### src/rtl/wb_write_arbiter.sv
// Register-file write port arbiter: merges pipeline writeback with long-latency results,
// formats load data, and tracks per-register pending long-latency writes for ID stalls.
module wb_write_arbiter #(
  parameter int STARVE_MAX = 4
) (
  input  logic        clk,
  input  logic        rst,
  input  logic        p_valid,
  output logic        p_ready,
  input  logic [4:0]  p_addr,
  input  logic [31:0] p_data,
  input  logic        p_is_load,
  input  logic [2:0]  p_load_type,
  input  logic [1:0]  p_byte_off,
  input  logic        l_valid,
  output logic        l_ready,
  input  logic [4:0]  l_addr,
  input  logic [31:0] l_data,
  input  logic        iss_valid,
  input  logic [4:0]  iss_addr,
  input  logic [4:0]  rs_addr,
  input  logic [4:0]  rt_addr,
  output logic        rs_busy,
  output logic        rt_busy,
  output logic        stall_req,
  output logic        W_w_ena,
  output logic [4:0]  W_w_addr,
  output logic [31:0] W_w_data
);

  localparam int CW = $clog2(STARVE_MAX + 1);

  logic [CW-1:0] cnt_q, cnt_d;
  logic [31:0]   busy_q, busy_d;
  logic          w_ena_q, w_ena_d;
  logic [4:0]    w_addr_q, w_addr_d;
  logic [31:0]   w_data_q, w_data_d;
  logic          p_acc, l_acc;
  logic [7:0]    ld_byte;
  logic [15:0]   ld_half;
  logic [31:0]   p_fmt;

  // Handshake: a request is accepted on any rising edge where valid && ready;
  // ready is combinational and the source must hold its request until accepted.
  // The pipeline wins ties unless the long-latency source has waited STARVE_MAX cycles.
  always_comb begin
    stall_req = (cnt_q >= CW'(STARVE_MAX));
    p_ready   = !stall_req;
    l_ready   = l_valid && (!p_valid || stall_req);
    p_acc     = p_valid && p_ready;
    l_acc     = l_valid && l_ready;
  end

  always_comb begin
    cnt_d = '0;
    if (l_valid && !l_ready) begin
      cnt_d = (cnt_q >= CW'(STARVE_MAX)) ? cnt_q : cnt_q + CW'(1);
    end
  end

  // Little-endian lane select; halfword uses only byte_off[1].
  always_comb begin
    case (p_byte_off)
      2'd0:    ld_byte = p_data[7:0];
      2'd1:    ld_byte = p_data[15:8];
      2'd2:    ld_byte = p_data[23:16];
      default: ld_byte = p_data[31:24];
    endcase
    ld_half = p_byte_off[1] ? p_data[31:16] : p_data[15:0];
    p_fmt   = p_data;
    if (p_is_load) begin
      case (p_load_type)
        3'd1:    p_fmt = {{24{ld_byte[7]}}, ld_byte};
        3'd2:    p_fmt = {24'd0, ld_byte};
        3'd3:    p_fmt = {{16{ld_half[15]}}, ld_half};
        3'd4:    p_fmt = {16'd0, ld_half};
        default: p_fmt = p_data;
      endcase
    end
  end

  // Writes to $0 complete the handshake but never assert the enable.
  always_comb begin
    w_ena_d  = 1'b0;
    w_addr_d = w_addr_q;
    w_data_d = w_data_q;
    if (p_acc && p_addr != 5'd0) begin
      w_ena_d  = 1'b1;
      w_addr_d = p_addr;
      w_data_d = p_fmt;
    end else if (l_acc && l_addr != 5'd0) begin
      w_ena_d  = 1'b1;
      w_addr_d = l_addr;
      w_data_d = l_data;
    end
  end

  // Set after clear so a same-cycle issue to the retiring register stays busy.
  always_comb begin
    busy_d = busy_q;
    if (l_acc) busy_d[l_addr] = 1'b0;
    if (iss_valid && iss_addr != 5'd0) busy_d[iss_addr] = 1'b1;
  end

  always_ff @(posedge clk) begin
    if (rst) begin
      cnt_q    <= '0;
      busy_q   <= '0;
      w_ena_q  <= 1'b0;
      w_addr_q <= 5'd0;
      w_data_q <= 32'd0;
    end else begin
      cnt_q    <= cnt_d;
      busy_q   <= busy_d;
      w_ena_q  <= w_ena_d;
      w_addr_q <= w_addr_d;
      w_data_q <= w_data_d;
    end
  end

  always_comb begin
    rs_busy  = busy_q[rs_addr] && (rs_addr != 5'd0);
    rt_busy  = busy_q[rt_addr] && (rt_addr != 5'd0);
    W_w_ena  = w_ena_q;
    W_w_addr = w_addr_q;
    W_w_data = w_data_q;
  end

endmodule

### config.mk
export PLATFORM = sky130hd
export DESIGN_NAME = wb_write_arbiter
export DESIGN_NICKNAME = d
export VERILOG_FILES = /design/src/rtl/wb_write_arbiter.sv
export SDC_FILE = /design/constraint.sdc
export NUM_CORES = 1
export LEC_CHECK = 0
export ABC_CLOCK_PERIOD_IN_PS = 4100
export CAP_MARGIN = 20
export CELL_PAD_IN_SITES_DETAIL_PLACEMENT = 1
export CELL_PAD_IN_SITES_GLOBAL_PLACEMENT = 1
export CORE_ASPECT_RATIO = 1.75
export CORE_MARGIN = 1.5
export CORE_UTILIZATION = 39
export CTS_BUF_LIST = sky130_fd_sc_hd__clkbuf_8
export DETAILED_ROUTE_END_ITERATION = 16
export PLACE_DENSITY = 0.87
export SLEW_MARGIN = 20
export SYNTH_ARGS = -nofsm -noshare
export SYNTH_HDL_FRONTEND = slang
export SYNTH_SLANG_ARGS = --single-unit
### constraint.sdc
create_clock -name clk -period 4.1 [get_ports clk]
set_input_delay 0.82 -clock clk [delete_from_list [all_inputs] [get_ports clk]]
set_output_delay 0.82 -clock clk [all_outputs]
set_load 0.01 [all_outputs]
Yosys cells after proc, flatten, opt, wreduce, memory -nomap -nowiden:

Cells that the tools add are included.

* register bits after elaboration: 73
* input bits: 100
* logic and storage cells: 66
* output and inout port bits: 43

* magnitude comparators: 7
* equality and inequality tests: 6
* bitwise operators: 4
* $add $sub $neg: 1
* muxes and demuxes: 20
* reductions and logical operators: 23

Operators by type and width (count)
* $mux 32: 5
* $pmux 32 s4: 1
* $and 32x32->32: 1
* $not 32->32: 1
* $or 32x32->32: 1
* $reduce_bool 5->1: 5
* $lt 5x6->1 const B: 4
* $pmux 8 s3: 1
* $mux 16: 1
* $logic_and 1x1->1: 11
* $bmux 1 s5: 2
* $demux 1 s5: 2
* $ge 5x1->1 const B: 2
* $mux 5: 2
* $eq 3x2->1 const B: 2
* $mux 1: 6
* $add 3x1->3 const B: 1
* $eq 3x1->1 const B: 1
* $eq 3x3->1 const B: 1
* $ge 3x3->1 const B: 1
* $logic_not 1->1: 3
* $eq 2x1->1 const B: 1
* $eq 2x2->1 const B: 1
* $logic_not 2->1: 1
* other kinds (4): 4

Logic depth before layout (Yosys ltp):

Gate-level depths: netlist of the first run.

* depth in word-level cells: 9
* gate-level depth with buffers: 7
* mapped depth without buffers: 4

Least setup slack after synthesis of the first run:

OpenSTA, ideal clock, no wires.

* kind: input to output
* start point: input rs_addr[0]
* end point: output rs_busy
* slack: 1.199 ns
* data arrival time: 2.081 ns
* cell stages on the path: 5
* buffers on the path: 1
* cell sequence: clkbuf_1 > mux4_2 > mux2i_1 > nand3b_1 > and3_1

* longest elaborated chain between the ends: 3
* elaborated cells between the ends (all ways): 4

Ends and longest elaborated chain
* start, declared: RTL line 21 `input logic [4:0] rs_addr,`
* $bmux 1 s5: RTL line 122 `rs_busy = busy_q[rs_addr] && (rs_addr != 5'd0);`
* $mux 1 (not written as such): RTL line 122
* $logic_and 1x1->1 (*): RTL line 122
* end, declared: RTL line 23 `output logic rs_busy,`

Mark *: on every way between the ends. The rest lies on a longest branch, timed or not. The select of a mux whose other input is x is not followed.

Worst setup path after layout of the first run:

* start point: input rs_addr[1]
* end point: output rs_busy

The elaborated chain is that of the path after synthesis.

==> results.py, run 1 <==
metrics = {
    "synthesis": {
        "synthAdderAreaFrac_pct": 0.504,
        "synth_edf_count": 0,
        "synthFlopType": "dfxtp_1",
        "synthTopCellsByCount": "dfxtp_1 (72), a21oi_1 (62), nand2_1 (38)",
        "synth-simple-area-share_pct": 18.0,
        "syn-instance-count": 563,
        "seq_area_frac_synth_pct": 29.0,
        "synth_top_family_by_area": "compound AO/OA/AOI/OAI gates",
        "synth-compound-area-share_pct": 28.6,
        "syn_nets": 665,
        "synth.top_cell.area_share_pct": 29.0,
        "postSynthAreaPerCell_um2": 8.82,
        "synth_warnings": 0,
        "synthXorXnorAreaFrac_pct": 0.176,
        "synth.distinct_cells": 59,
        "synth.area.top_cells": "dfxtp_1 (29%), mux4_2 (10%), a21oi_1 (6.2%)",
        "netlist_area_um2": 4970,
        "synth_top_area_cell": "dfxtp_1",
        "synthArstFlopShare_pct": 0,
        "synthMuxAreaShare_pct": 14.5,
        "ys_seq_elements": 72,
        "synth_most_common_cell": "dfxtp_1",
    },
    "floorplanning": {
        "die_height_um": 152,
        "ios": 143,
        "dieWidth_um": 88.3,
        "start_util_pct": 40.0,
        "rows": 54,
        "die_area_um2": 13400,
        "core_um2": 12400,
    },
    "power": {
        "pwr-share-seq_pct": 40.1,
        "intPower_w": 0.00134,
        "p_clk_share_pct": 32.6,
        "p_sw_w": 0.000572,
        "swShare_pct": 29.9,
        "vdd_drop_max_uv": 149,
        "p_leak_nw": 2.36,
        "p_per_area_nw_per_um2": 289,
        "comb_power_share_pct": 27.3,
    },
    "cts": {
        "tritoncts": "yes",
        "postCtsHoldBufs": 0,
        "cts-resized-gates": 0,
        "clkLatencyLatePin_ns": 0.36,
        "cts_buffer_depth": 2,
        "numCtsBuffers": 9,
        "post_cts_buffers": 0,
        "path_clk_slew_ns": 0.08,
        "ctsHtreeMaxLevel": 3,
        "cts-root-buf": "clkbuf_8",
        "clock_sinks": 72,
    },
    "timing": {
        "finalHoldViolCount": 0,
        "slew_headroom_pct": 40.3,
        "period_needed_ns": 3.94,
        "min_period_over_period_pct": 96.1,
        "finClkSkew_ns": 0.00647,
        "tightest_slew_ns": 0.895,
        "fmax_mhz": 254,
        "rsz0062_at_grt": "no",
        "setup_viol": 0,
        "setup_tns_ns": 0,
        "slew_violations": 0,
    },
    "critical_path": {
        "worstPathArrival_ns": 3.12,
        "rrSetupSlack_ns": 1.80,
        "cp.required_ns": 3.28,
        "cp-end-kind": "output pin",
        "worstSetupStartpointType": "input pin",
        "ff2ff_path_depth": 4,
        "rr_startpoint": "cnt_q[2]",
        "crit_fanout": 8,
        "r2r-end": "busy_q[23]",
        "worstSetupPathType": "input pin to output pin",
    },
    "hold_path": {
        "whs_endpoint": "cnt_q[0]",
        "worstHoldStart": "cnt_q[0]",
        "hp-class": "register to register",
        "holdPathStages": 1,
    },
    "route": {
        "ant_nets": 0,
        "viasPerCell": 6.28,
        "dr.pass1.iters": 5,
        "wl_mm": 19.6,
        "post_drt_wl_per_cell_um": 23.4,
        "drc": 0,
        "drt_iter0_markers": 276,
        "vias": 5273,
    },
    "place": {
        "dp_hpwl_mm": 15.1,
        "io_buffers": 142,
        "gp_congestion": 0.911,
    },
    "global_routing": {
        "antenna_found_initial": 0,
        "grt_max_degree": 104,
        "groute.usage.overall_pct": 29.7,
        "grt_first_pass_wirelength_mm": 30.2,
        "grt_pass1_vias": 5704,
        "grt_remaining_overflow": 0,
    },
    "cells_and_area": {
        "antenna_cells": 0,
        "areaGrowthSynthToFinish_pct": 33.5,
        "finalNetCount": 770,
        "drive_gt1_share_pct": 11.0,
        "post-route-util_pct": 53.3,
    },
    "outcome": {
        "status": "finished clean",
    },
    "job": {
        "cap_violations": 0,
    },
}
==> metal layers <==
layer | track usage (%) | vias to the layer above | part of all wire, % | routed length (µm)
li1 | - | 2377 | - | -
met1 | 29.5 | 2584 | 34 | 6620
met2 | 53.2 | 237 | 54 | 10600
met3 | 6.50 | 75 | 5.5 | 1080
met4 | 19.2 | 0 | 6.6 | 1300
met5 | 0 | - | 0 | 0
==> per-stage QoR <==
step | area, µm² | worst slack (ns) | hold WS, ns | std cells | power (W)
6_report | 6630 | 0.158 | 0.470 | 840 | 0.00192
3_3_place_gp | 6420 | 0.268 | 0.441 | 825 | 0.00128
2_1_floorplan | 4970 | 1.20 | 0.432 | 563 | 0.00104
5_1_grt | 6630 | 0.102 | 0.525 | 840 | 0.00200
3_5_place_dp | 6420 | 0.178 | 0.461 | 825 | 0.00130
4_1_cts | 6630 | 0.166 | 0.473 | 840 | 0.00192
==> power groups by stage <==
stage               sequential, W  clock [W]  combinational (W)
global route             0.000772   0.000671           0.000552
CTS                      0.000768   0.000637           0.000519
detailed placement       0.000784          0           0.000516
finish                   0.000768   0.000625           0.000523
floorplan                0.000793          0           0.000243
global placement         0.000781          0           0.000501
==> sequential cells by signal, summed over array words and instances, names as in the netlist <==
signal / count
W_w_data: 32
busy_q: 31
W_w_addr: 5
cnt_q: 3
W_w_ena: 1
==> worst max-delay path, cell delays in order <==
cell and delay [ns]:
clkdlybuf4s50_1 0.71, mux2i_1 0.13, mux4_2 0.54, a32oi_1 0.17
and3_1 0.20, clkdlybuf4s50_1 0.54
==> cells by family (layout without fill, tap and decap cells) <==
group | count (synthesis) | in the layout
DFF | 72 | 72
muxes | 44 | 44
xor gates and xnor gates | 1 | 1
AOI/OAI and AO/OA | 199 | 199
and+or+nand+nor | 147 | 147
buffers and inverters | 98 | 207
adders and majority gates | 2 | 2
==> worst max-delay path by stage <==
stage                     slack [ns]       start       to
after floorplan                 1.20  rs_addr[0]  rs_busy
after global routing            0.10  rs_addr[0]  rs_busy
after global placement          0.27  rs_addr[0]  rs_busy
final                           0.16  rs_addr[1]  rs_busy
after CTS                       0.17  rs_addr[0]  rs_busy
after detailed placement        0.18  rs_addr[0]  rs_busy
==> area by class of cell <==
cell class / count / area [µm²]
Timing Repair Buffer: 156 / 1550
Clock inverter: 6 / 86.3
Sequential cell: 72 / 1440
Fill cell: 1475 / 5800
Tap cell: 168 / 210
Clock buffer: 9 / 124
Inverter: 36 / 135
Multi-Input combinational cell: 393 / 3080
==> cells in the final DEF (no fill, tap or decap), types with 3 or more instances in the layout <==
cell / Yosys / routed
mux4_2: 22 / 22
nor4b_2: 10 / 10
o21ai_0: 31 / 31
buf_4: 3 / 12
mux2i_1: 20 / 20
a221oi_1: 10 / 10
a21oi_1: 62 / 62
nand3_1: 4 / 4
a211oi_1: 3 / 3
or3_1: 14 / 14
clkbuf_8: 0 / 9
nor2_1: 18 / 18
clkinvlp_4: 0 / 3
dfxtp_1: 72 / 72
nand3b_1: 6 / 6
nand2_1: 38 / 38
o211ai_1: 7 / 7
nor3_1: 16 / 16
nand2b_1: 6 / 6
nor4b_1: 6 / 6
a211o_1: 16 / 16
o2111a_1: 14 / 14
inv_1: 36 / 37
clkdlybuf4s50_1: 0 / 140
o2111ai_1: 24 / 24
nor2b_1: 9 / 9
and2_1: 4 / 4
a2111oi_0: 16 / 16
(Power assumes the default switching activity.)
==> run 2: changes to the inputs <==
--- a/config.mk
+++ b/config.mk
@@ -14,6 +14,7 @@
 export CORE_UTILIZATION = 39
 export CTS_BUF_LIST = sky130_fd_sc_hd__clkbuf_8
 export DETAILED_ROUTE_END_ITERATION = 16
+export GPL_TIMING_DRIVEN = 0
 export PLACE_DENSITY = 0.87
 export SLEW_MARGIN = 20
 export SYNTH_ARGS = -nofsm -noshare
==> results.py, run 2 (synthesis gave the netlist of run 1 again) <==
metrics = {
    "outcome": {
        "status": "finished clean",
    },
    "global_routing": {
        "grt_max_degree": 13,
        "grt_remaining_overflow": 0,
        "grt_first_pass_wirelength_mm": 32.5,
        "grt_pass1_vias": 6193,
        "groute.usage.overall_pct": 32.2,
        "antenna_found_initial": 0,
    },
    "timing": {
        "tightest_slew_ns": 0.905,
        "slew_headroom_pct": 39.2,
        "period_needed_ns": 3.64,
        "finClkSkew_ns": 0.0105,
        "slew_violations": 0,
        "layout_setup_ws_ns": 0.455,
        "min_period_over_period_pct": 88.9,
        "setup_viol": 0,
        "finalHoldViolCount": 0,
        "setup_tns_ns": 0,
        "rsz0062_at_grt": "no",
        "hold_ws_ns": 0.475,
        "fmax_mhz": 274,
    },
    "critical_path": {
        "worstSetupPathType": "input pin to output pin",
        "worstSetupStartpointType": "input pin",
        "cp-end-kind": "output pin",
        "worstPathArrival_ns": 2.82,
        "crit_fanout": 6,
        "cp.required_ns": 3.28,
    },
    "hold_path": {
        "hp-class": "register to register",
    },
    "floorplanning": {
        "dieWidth_um": 88.3,
        "rows": 54,
        "die_height_um": 152,
        "die_area_um2": 13400,
        "core_um2": 12400,
        "ios": 143,
        "start_util_pct": 40.0,
    },
    "job": {
        "cap_violations": 0,
    },
    "route": {
        "ant_nets": 0,
        "drt_iter0_markers": 253,
        "drc": 0,
        "wl_mm": 21.3,
        "vias": 5459,
        "dr.pass1.iters": 4,
        "post_drt_wl_per_cell_um": 24.3,
        "viasPerCell": 6.22,
    },
    "cts": {
        "clkLatencyLatePin_ns": 0.37,
        "postCtsHoldBufs": 0,
        "cts_buffer_depth": 2,
        "post_cts_buffers": 0,
        "path_clk_slew_ns": 0.08,
        "ctsHtreeMaxLevel": 3,
        "clock_sinks": 72,
        "cts-root-buf": "clkbuf_8",
        "tritoncts": "yes",
        "numCtsBuffers": 9,
        "cts-resized-gates": 0,
    },
    "power": {
        "comb_power_share_pct": 28.8,
        "p_per_area_nw_per_um2": 281,
        "pwr-share-seq_pct": 40.9,
        "swShare_pct": 31.5,
        "vdd_drop_max_uv": 155,
        "p_sw_w": 0.000591,
        "p_clk_share_pct": 30.2,
        "intPower_w": 0.00128,
        "p_leak_nw": 2.40,
    },
    "cells_and_area": {
        "final_area_um2": 6670,
        "final_cell_mix": "clkdlybuf4s50_1 (131), dfxtp_1 (72), a21oi_1 (62), nand2_1 (38), inv_1 (36)",
        "finalNetCount": 807,
        "final_common_cell": "clkdlybuf4s50_1",
        "drive_gt1_share_pct": 12.8,
        "areaGrowthSynthToFinish_pct": 34.4,
        "largest_register_ffs": 32,
        "antenna_cells": 0,
    },
    "place": {
        "dp_hpwl_mm": 17.5,
        "pre_cts_ws_ns": 0.432,
        "dpl_cell_area_um2": 6490,
        "gp_congestion": 0.998,
        "io_buffers": 131,
    },
}
-- run 2: layout make-up --
class | count | area [µm²]
fill | 1501 | 5760
multi-input combinational | 393 | 3070
sequential | 72 | 1440
timing repair buffer | 131 | 1310
buffer | 62 | 323
tap | 168 | 210
inverter | 36 | 135
clock buffer | 9 | 124
clock inverter | 6 | 61.3
-- run 2: path summary, 6_finish.rpt --
path                                 start          end  slack, ns  cells after the start
worst max-delay path            rs_addr[0]      rs_busy       0.46                      6
worst min register to register    cnt_q[0]     cnt_q[0]       0.47                      1
worst min-delay path              cnt_q[0]     cnt_q[0]       0.47                      1
worst max register to register    cnt_q[2]  W_w_addr[1]       1.87                      6
-- run 2: stage by stage --
step / total power [W] / std cells / util [%]
2_1_floorplan: 0.00104 / 563 / -
3_3_place_gp: 0.00130 / 862 / 52.2
3_5_place_dp: 0.00132 / 862 / 52.2
4_1_cts: 0.00188 / 877 / 53.7
5_1_grt: 0.00194 / 877 / 53.7
6_report: 0.00187 / 877 / 53.7
-- run 2: worst max-delay path, cell delays in order --
cell and delay (ns):
clkbuf_1 0.44, mux4_2 0.59, mux2i_1 0.21, nand3b_1 0.11, and3_1 0.18, clkdlybuf4s50_1 0.48
-- run 2: power groups by stage --
stage / logic (W) / clock network (W) / registers, W
3_3_place_gp: 0.000522 / 0 / 0.000781
2_1_floorplan: 0.000243 / 0 / 0.000793
6_report: 0.000540 / 0.000567 / 0.000767
5_1_grt: 0.000571 / 0.000602 / 0.000771
3_5_place_dp: 0.000535 / 0 / 0.000783
4_1_cts: 0.000538 / 0.000572 / 0.000767
-- run 2: layer usage --
layer	GRT usage, %	part of all wire, %
met5	0	0
met1	27.6	31
met2	60.9	56
met4	25.4	8.2
met3	6.34	4.8
